**config.mk**
```make
export PLATFORM = sky130hd
export DESIGN_NAME = player_ctrl
export DESIGN_NICKNAME = d
export VERILOG_FILES = /design/src/rtl/player_ctrl.sv
export SDC_FILE = /design/constraint.sdc
export NUM_CORES = 1
export LEC_CHECK = 0
export CAP_MARGIN = 40
export CORE_AREA = 4 4 164 166
export CTS_CLUSTER_SIZE = 24
export DETAILED_ROUTE_END_ITERATION = 10
export DIE_AREA = 0 0 168 170
export GPL_ROUTABILITY_DRIVEN = 0
export PLACE_DENSITY = 0.77
export SLEW_MARGIN = 20
export SYNTH_ARGS = -nofsm -noshare
export SYNTH_HDL_FRONTEND = slang
export SYNTH_SLANG_ARGS = --single-unit
export TNS_END_PERCENT = 100
```
**constraint.sdc**
```tcl
create_clock -name clk -period 5.1 [get_ports clk]
set_input_delay 1.53 -clock clk [delete_from_list [all_inputs] [get_ports clk]]
set_output_delay 1.53 -clock clk [all_outputs]
set_load 0.01 [all_outputs]
```
**src/rtl/player_ctrl.sv**
```systemverilog
`default_nettype none
// ============================================================================
//  Module   : player_ctrl
//  Purpose  : Debounced button input, wall/border checked stepping and
//             registered player position with a redraw handshake.
//             Optional auto-repeat: define PLAYER_CTRL_AUTOREPEAT_EN.
//  Revision : 1.0 - initial release
// ============================================================================
module player_ctrl #(
    parameter int COLS            = 10,
    parameter int ROWS            = 15,
    parameter int CELL_PX         = 20,
    parameter int START_X         = 0,
    parameter int START_Y         = 0,
    parameter int GOAL_X          = 9,
    parameter int GOAL_Y          = 14,
    parameter int DEBOUNCE_CYCLES = 100000,
    parameter int REPEAT_CYCLES   = 5000000
) (
    input  logic                       clk,
    input  logic                       rst,
    input  logic                       btn_up,
    input  logic                       btn_down,
    input  logic                       btn_left,
    input  logic                       btn_right,
    input  logic [(ROWS+1)*COLS-1:0]   h_walls,
    input  logic [ROWS*(COLS+1)-1:0]   v_walls,
    input  logic                       redraw_ack,
    output logic [3:0]                 cell_x,
    output logic [3:0]                 cell_y,
    output logic [8:0]                 pix_x,
    output logic [8:0]                 pix_y,
    output logic [3:0]                 prev_x,
    output logic [3:0]                 prev_y,
    output logic                       redraw,
    output logic                       bump,
    output logic                       at_goal
);

    localparam int              c_hw        = (ROWS + 1) * COLS;
    localparam int              c_vw        = ROWS * (COLS + 1);
    localparam int              c_db_w      = (DEBOUNCE_CYCLES > 2) ? $clog2(DEBOUNCE_CYCLES) : 1;
    localparam logic [c_db_w-1:0] c_db_last = c_db_w'(DEBOUNCE_CYCLES - 1);
    localparam logic [c_hw-1:0] c_h_one     = c_hw'(1);
    localparam logic [c_vw-1:0] c_v_one     = c_vw'(1);
    localparam logic [3:0]      c_max_x     = 4'(COLS - 1);
    localparam logic [3:0]      c_max_y     = 4'(ROWS - 1);
    localparam logic [3:0]      c_start_x   = 4'(START_X);
    localparam logic [3:0]      c_start_y   = 4'(START_Y);
    localparam logic [8:0]      c_start_px  = 9'(START_X * CELL_PX);
    localparam logic [8:0]      c_start_py  = 9'(START_Y * CELL_PX);
    localparam logic [3:0]      c_goal_x    = 4'(GOAL_X);
    localparam logic [3:0]      c_goal_y    = 4'(GOAL_Y);
    localparam logic [8:0]      c_cell_px   = 9'(CELL_PX);

    localparam logic [1:0] c_dir_up    = 2'd0;
    localparam logic [1:0] c_dir_down  = 2'd1;
    localparam logic [1:0] c_dir_left  = 2'd2;
    localparam logic [1:0] c_dir_right = 2'd3;

    if (DEBOUNCE_CYCLES < 2 || REPEAT_CYCLES < 1 || (COLS - 1) * CELL_PX >= 512) begin : g_param_check
        $error("player_ctrl: parameter out of range");
    end

    typedef enum logic [1:0] {
        S_IDLE     = 2'd0,
        S_CHECK    = 2'd1,
        S_WAIT_ACK = 2'd2
    } state_t;

    state_t     r_state;
    logic [1:0] r_dir;
    logic [3:0] r_cell_x, r_cell_y, r_prev_x, r_prev_y;
    logic [8:0] r_pix_x, r_pix_y;
    logic       r_redraw, r_bump;

    logic [3:0] w_raw, w_rise;
    logic       w_press, w_rep, w_evt;
    logic [1:0] w_press_dir, w_rep_dir, w_evt_dir;

    assign w_raw = {btn_right, btn_left, btn_down, btn_up};

`ifdef PLAYER_CTRL_AUTOREPEAT_EN
    logic [3:0] w_level;
`endif

    // Index 0..3 = up, down, left, right
    for (genvar gi = 0; gi < 4; gi++) begin : g_btn
        logic              r_s1, r_s2, r_lvl, r_lvl_d;
        logic [c_db_w-1:0] r_cnt;

        always_ff @(posedge clk) begin
            if (rst) begin
                r_s1    <= 1'b0;
                r_s2    <= 1'b0;
                r_lvl   <= 1'b0;
                r_lvl_d <= 1'b0;
                r_cnt   <= '0;
            end else begin
                r_s1    <= w_raw[gi];
                r_s2    <= r_s1;
                r_lvl_d <= r_lvl;
                if (r_s2 == r_lvl) begin
                    r_cnt <= '0;
                end else if (r_cnt == c_db_last) begin
                    r_lvl <= r_s2;
                    r_cnt <= '0;
                end else begin
                    r_cnt <= r_cnt + 1'b1;
                end
            end
        end

        assign w_rise[gi] = r_lvl & ~r_lvl_d;
`ifdef PLAYER_CTRL_AUTOREPEAT_EN
        assign w_level[gi] = r_lvl;
`endif
    end

    always_comb begin
        w_press     = |w_rise;
        w_press_dir = c_dir_right;
        if (w_rise[0])      w_press_dir = c_dir_up;
        else if (w_rise[1]) w_press_dir = c_dir_down;
        else if (w_rise[2]) w_press_dir = c_dir_left;
    end

`ifdef PLAYER_CTRL_AUTOREPEAT_EN
    localparam int               c_rep_w    = (REPEAT_CYCLES > 2) ? $clog2(REPEAT_CYCLES) : 1;
    localparam logic [c_rep_w-1:0] c_rep_last = c_rep_w'(REPEAT_CYCLES - 1);

    logic               r_rep_active;
    logic [1:0]         r_rep_btn;
    logic [c_rep_w-1:0] r_rep_cnt;

    assign w_rep     = r_rep_active && w_level[r_rep_btn] && (r_rep_cnt == c_rep_last);
    assign w_rep_dir = r_rep_btn;

    // Tracks the button that won the last press; restarts on each new press
    always_ff @(posedge clk) begin
        if (rst) begin
            r_rep_active <= 1'b0;
            r_rep_btn    <= c_dir_up;
            r_rep_cnt    <= '0;
        end else if (w_press) begin
            r_rep_active <= 1'b1;
            r_rep_btn    <= w_press_dir;
            r_rep_cnt    <= '0;
        end else if (r_rep_active && !w_level[r_rep_btn]) begin
            r_rep_active <= 1'b0;
            r_rep_cnt    <= '0;
        end else if (r_rep_active) begin
            r_rep_cnt <= (r_rep_cnt == c_rep_last) ? '0 : r_rep_cnt + 1'b1;
        end
    end
`else
    assign w_rep     = 1'b0;
    assign w_rep_dir = c_dir_up;
`endif

    assign w_evt     = w_press | w_rep;
    assign w_evt_dir = w_press ? w_press_dir : w_rep_dir;

    logic [3:0]      w_nx, w_ny;
    logic            w_edge, w_use_v, w_wall, w_blocked;
    int              w_idx;
    logic [c_hw-1:0] w_h_mask;
    logic [c_vw-1:0] w_v_mask;

    // Wall bit and border test for the latched direction from the current cell
    always_comb begin
        w_nx    = r_cell_x;
        w_ny    = r_cell_y;
        w_edge  = 1'b0;
        w_use_v = 1'b0;
        w_idx   = 0;
        case (r_dir)
            c_dir_up: begin
                w_edge = (r_cell_y == 4'd0);
                w_idx  = int'(r_cell_y) * COLS + int'(r_cell_x);
                w_ny   = r_cell_y - 4'd1;
            end
            c_dir_down: begin
                w_edge = (r_cell_y == c_max_y);
                w_idx  = (int'(r_cell_y) + 1) * COLS + int'(r_cell_x);
                w_ny   = r_cell_y + 4'd1;
            end
            c_dir_left: begin
                w_use_v = 1'b1;
                w_edge  = (r_cell_x == 4'd0);
                w_idx   = int'(r_cell_y) * (COLS + 1) + int'(r_cell_x);
                w_nx    = r_cell_x - 4'd1;
            end
            default: begin
                w_use_v = 1'b1;
                w_edge  = (r_cell_x == c_max_x);
                w_idx   = int'(r_cell_y) * (COLS + 1) + int'(r_cell_x) + 1;
                w_nx    = r_cell_x + 4'd1;
            end
        endcase
        w_h_mask  = c_h_one << w_idx;
        w_v_mask  = c_v_one << w_idx;
        w_wall    = w_use_v ? |(v_walls & w_v_mask) : |(h_walls & w_h_mask);
        w_blocked = w_edge | w_wall;
    end

    always_ff @(posedge clk) begin
        if (rst) begin
            r_state  <= S_IDLE;
            r_dir    <= c_dir_up;
            r_cell_x <= c_start_x;
            r_cell_y <= c_start_y;
            r_prev_x <= c_start_x;
            r_prev_y <= c_start_y;
            r_pix_x  <= c_start_px;
            r_pix_y  <= c_start_py;
            r_redraw <= 1'b0;
            r_bump   <= 1'b0;
        end else begin
            r_bump <= 1'b0;
            case (r_state)
                S_IDLE: begin
                    if (w_evt) begin
                        r_dir   <= w_evt_dir;
                        r_state <= S_CHECK;
                    end
                end
                S_CHECK: begin
                    if (w_blocked) begin
                        r_bump  <= 1'b1;
                        r_state <= S_IDLE;
                    end else begin
                        r_prev_x <= r_cell_x;
                        r_prev_y <= r_cell_y;
                        r_cell_x <= w_nx;
                        r_cell_y <= w_ny;
                        r_pix_x  <= {5'd0, w_nx} * c_cell_px;
                        r_pix_y  <= {5'd0, w_ny} * c_cell_px;
                        r_redraw <= 1'b1;
                        r_state  <= S_WAIT_ACK;
                    end
                end
                S_WAIT_ACK: begin
                    if (redraw_ack) begin
                        r_redraw <= 1'b0;
                        r_state  <= S_IDLE;
                    end
                end
                default: r_state <= S_IDLE;
            endcase
        end
    end

    assign cell_x  = r_cell_x;
    assign cell_y  = r_cell_y;
    assign pix_x   = r_pix_x;
    assign pix_y   = r_pix_y;
    assign prev_x  = r_prev_x;
    assign prev_y  = r_prev_y;
    assign redraw  = r_redraw;
    assign bump    = r_bump;
    assign at_goal = (r_cell_x == c_goal_x) && (r_cell_y == c_goal_y);

endmodule
`default_nettype wire
```
==> results_dict.tcl <==
set metrics [dict create \
    clk_pin_slew_ns 0.05 \
    rows 59 \
    clock.fmax_mhz 193 \
    place_hpwl_mm 41.6 \
    finalSetupViolCount 26 \
    vias_per_cell 6.26 \
    min_period_ns 5.19 \
    synth-main-ff-cell "dfxtp_1" \
    crit_top_cell "buf_6" \
    syn_area_um2 10500 \
    r2r_slack_ns -0.09 \
    grt_max_degree 39 \
    global_route.peak_usage_layer "met2" \
    met2_usage 0.487 \
    final_cell_mix "clkdlybuf4s50_1 (364), nand2_1 (169), buf_4 (143), nor2_1 (130), dfxtp_1 (113)" \
    drt-pass1-iter-count 11 \
    yosysTopAreaCell "dfxtp_1" \
    final_antenna_net_count 0 \
    slew_violations 0 \
    powerDensity_nw_per_um2 150 \
    drtIter0Drc 2180 \
    die_area_um2 28600 \
    rsz0062_at_grt "yes" \
    numPortBuffers 364 \
    io_pins 369 \
    synth-edff-count 0 \
    core_area_um2 25600 \
    whs_endpoint "g_btn[2].r_s2$_SDFF_PP0_" \
    status "complete, but fails checks" \
    fin_ws_ns -0.0878 \
    layout_commonest_cell "clkdlybuf4s50_1" \
    wire_per_inst_um 24.4 \
    timing.rr.start "cell_y[0]$_SDFFE_PP0P_" \
    holdPathStages 1 \
    fin_crit_sh 1.02 \
    worst-path-max-fanout 7 \
    cts_tree "yes" \
    synth_mux_area_frac 0.0732 \
    synth_cells 1363 \
    drcViolationCount 45 \
    avgSynthCellArea_um2 7.70 \
    synth_xor_area_frac 0.0756 \
    setup-tns-final_ns -1.51 \
    yosys_warnings 0 \
    finClkSkew_ns 0.00722 \
    reg2reg_to "cell_y[3]$_SDFFE_PP0P_" \
    syn_to_final_growth_pct 59.4 \
    via_count 13700 \
    crit_slowest_cell "fa_1" \
    grt_pass1_vias 12900 \
    clkLatencyLatePin_ns 0.41 \
    holdBufCountCts 0 \
    maxSlewHeadroom 0.455 \
    clock_sinks 116 \
    synth_area_leaders "dfxtp_1 (22%), nand2_1 (6.2%), ha_1 (5.8%)" \
    tritoncts.num_buffers 17 \
    ys_seq_area_frac 0.221 \
    synth-compound-area-share 0.237 \
    synthAdderAreaFrac 0.0794 \
    required_ns 5.43 \
    final_cells 2184 \
    ys_seq_elements 116 \
    tightest_slew_ns 0.815 \
    grt_util_met3 0.154 \
    initial_core_util 0.410 \
    hold_start "g_btn[2].r_s1$_SDFF_PP0_" \
    critical_path.cell_chain "buf_6 -> ha_4 -> fa_1 -> inv_1 -> fa_2 -> nand3b_1 -> xnor2_2 -> a22oi_2 -> buf_6 -> nor2_2 -> buf_6 -> a22oi_2 -> nor2_1 -> a2111o_1 -> a222oi_1 -> o2bb2ai_1 -> or3_4 -> a21oi_4 -> buf_12 -> mux2i_2" \
    synth.top_cell.area_share 0.221 \
    start_kind "flip-flop" \
    cp.arrival_ns 5.51 \
    slowest_delay_ns 0.56 \
    hold_viol_final 0 \
    r2r_cells 20 \
    die_h_um 170 \
    violations "DRC, setup timing" \
    cts-root-buf "clkbuf_16" \
    die_w_um 168 \
    dp_cells 2126 \
    synth_top_family_by_area "simple AND/OR/NAND/NOR gates" \
    ys_types 94 \
    htreeDepth 4 \
    hold_path.class "reg2reg" \
    async_flop_share 0 \
    met1_usage 0.435 \
    gr-total-overflow 0 \
    grt_pass1_wl_mm 75.6 \
    yosys.area_share.simple 0.255 \
    cp-end-kind "flip-flop" \
    critPathKind "reg2reg" \
    cts_max_path_buffers 2 \
    vdd_drop_max_mv 0.260 \
    max_cap_viol_count 0 \
    nets 2223 \
    wl_mm 53.4 \
    antenna_found_initial 2 \
    drive_gt1_frac 0.172 \
    leakage_nw 6.26 \
    grt_usage 0.339 \
]
-- final cells by class --
type	instances	area [um2]
Multi-Input combinational cell	1134	8130
Timing Repair Buffer	530	5090
Inverter	32	123
Clock buffer	21	460
Tap cell	335	419
Sequential cell	116	2330
Antenna cell	6	15.0
Clock inverter	10	154
Fill cell	2050	8890
-- flip-flops by register name, summed over array words and instances, names as in the netlist --
signal and count:
r_dir 2, cell_x 4, prev_x 4, r_state 2, g_btn.r_s1 4, cell_y 4
g_btn.r_lvl 4, g_btn.r_s2 4, pix_x 5, g_btn.r_lvl_d 4, g_btn.r_cnt 68, prev_y 4
pix_y 5, redraw 1, bump 1
-- synth_stat cells, types with 6 or more instances --
master / number
nand2_1: 173
nor2_1: 133
dfxtp_1: 116
nand3_1: 90
a21oi_1: 77
mux2i_1: 58
ha_1: 49
xor2_1: 45
o21ai_0: 43
xnor2_1: 43
nor3_1: 37
inv_1: 31
a22oi_1: 28
buf_2: 28
clkbuf_1: 27
nand4_1: 22
buf_4: 21
nor2b_1: 20
a221oi_1: 19
and3_1: 18
a31oi_1: 16
a21o_1: 15
a211oi_1: 13
mux2_2: 13
or3_1: 13
fa_1: 11
a22o_1: 10
a32oi_1: 10
nand2b_1: 10
o22ai_1: 10
o211ai_1: 8
buf_6: 7
nor4_1: 7
a211o_1: 6
a41oi_1: 6
and2_1: 6
o2111ai_1: 6
o2bb2ai_1: 6
-- worst max path at each step --
| stage | slack (ns) | endpoint | from |
|---|---|---|---|
| final | -0.09 | cell_y[3]$_SDFFE_PP0P_ | cell_y[0]$_SDFFE_PP0P_ |
| after global routing | -0.18 | cell_x[3]$_SDFFE_PP0P_ | cell_y[1]$_SDFFE_PP0P_ |
| after CTS | 0.008 | pix_x[8]$_SDFFE_PP0P_ | cell_y[0]$_SDFFE_PP0P_ |
| after detailed placement | -0.18 | prev_y[3]$_SDFFE_PP0P_ | cell_y[0]$_SDFFE_PP0P_ |
| after global placement | -0.07 | prev_y[1]$_SDFFE_PP0P_ | cell_y[0]$_SDFFE_PP0P_ |
| after floorplan | 0.04 | pix_x[8]$_SDFFE_PP0P_ | cell_y[0]$_SDFFE_PP0P_ |
-- where the power goes --
part	switching, mW	internal [mW]	total [mW]
logic	0.120	0.253	0.374
registers	0.00202	0.910	0.912
clock network	0.394	0.837	1.23
total	0.516	2.00	2.52
-- what timing repair did --
item	in CTS	in global routing
gates resized for setup	34	72
cloned	1	3
pin swaps	16	25
buffers inserted	2	14
setup endpoints to repair	27	28
-- stage by stage --
| stage | power, mW | worst slack, ns | area [um2] | hold slack (ns) | utilization |
|---|---|---|---|---|---|
| 2_1_floorplan | 0.987 | 0.0360 | 10500 | 0.414 | - |
| 4_1_cts | 2.52 | 0.00768 | 16200 | 0.450 | 0.633 |
| 5_1_grt | 2.58 | -0.181 | 16700 | 0.467 | 0.653 |
| 3_5_place_dp | 1.29 | -0.176 | 15300 | 0.435 | 0.599 |
| 6_report | 2.52 | -0.0878 | 16700 | 0.442 | 0.653 |
| 3_3_place_gp | 1.29 | -0.0719 | 15300 | 0.428 | 0.599 |
-- cells by family after synthesis --
kind of cell	count (synthesis)
flip-flops	116
other	1
buffers and inverters	118
adder cells (fa/ha/maj)	60
AND/OR/NAND/NOR	564
multiplexers	74
AO/OA/AOI/OAI	341
XOR/XNOR	89
-- metal layers --
layer | routed length (um) | vias to the layer above
li1 | - | 5962
met1 | 20300 | 6338
met2 | 21700 | 1070
met3 | 7960 | 301
met4 | 3360 | 2
met5 | 35 | -
-- worst max-delay path: cells and delay by family (launching register included) --
| family | cells | cell delay, ns |
|---|---|---|
| AOI/OAI and AO/OA | 6 | 1.67 |
| xor gates and xnor gates | 1 | 0.20 |
| adders and majority gates | 3 | 1.19 |
| buffers and inverters | 5 | 0.67 |
| DFF | 1 | 0.37 |
| muxes | 1 | 0.21 |
| and+or+nand+nor | 4 | 0.79 |
Note: power is estimated with default switching activity, not from simulation.
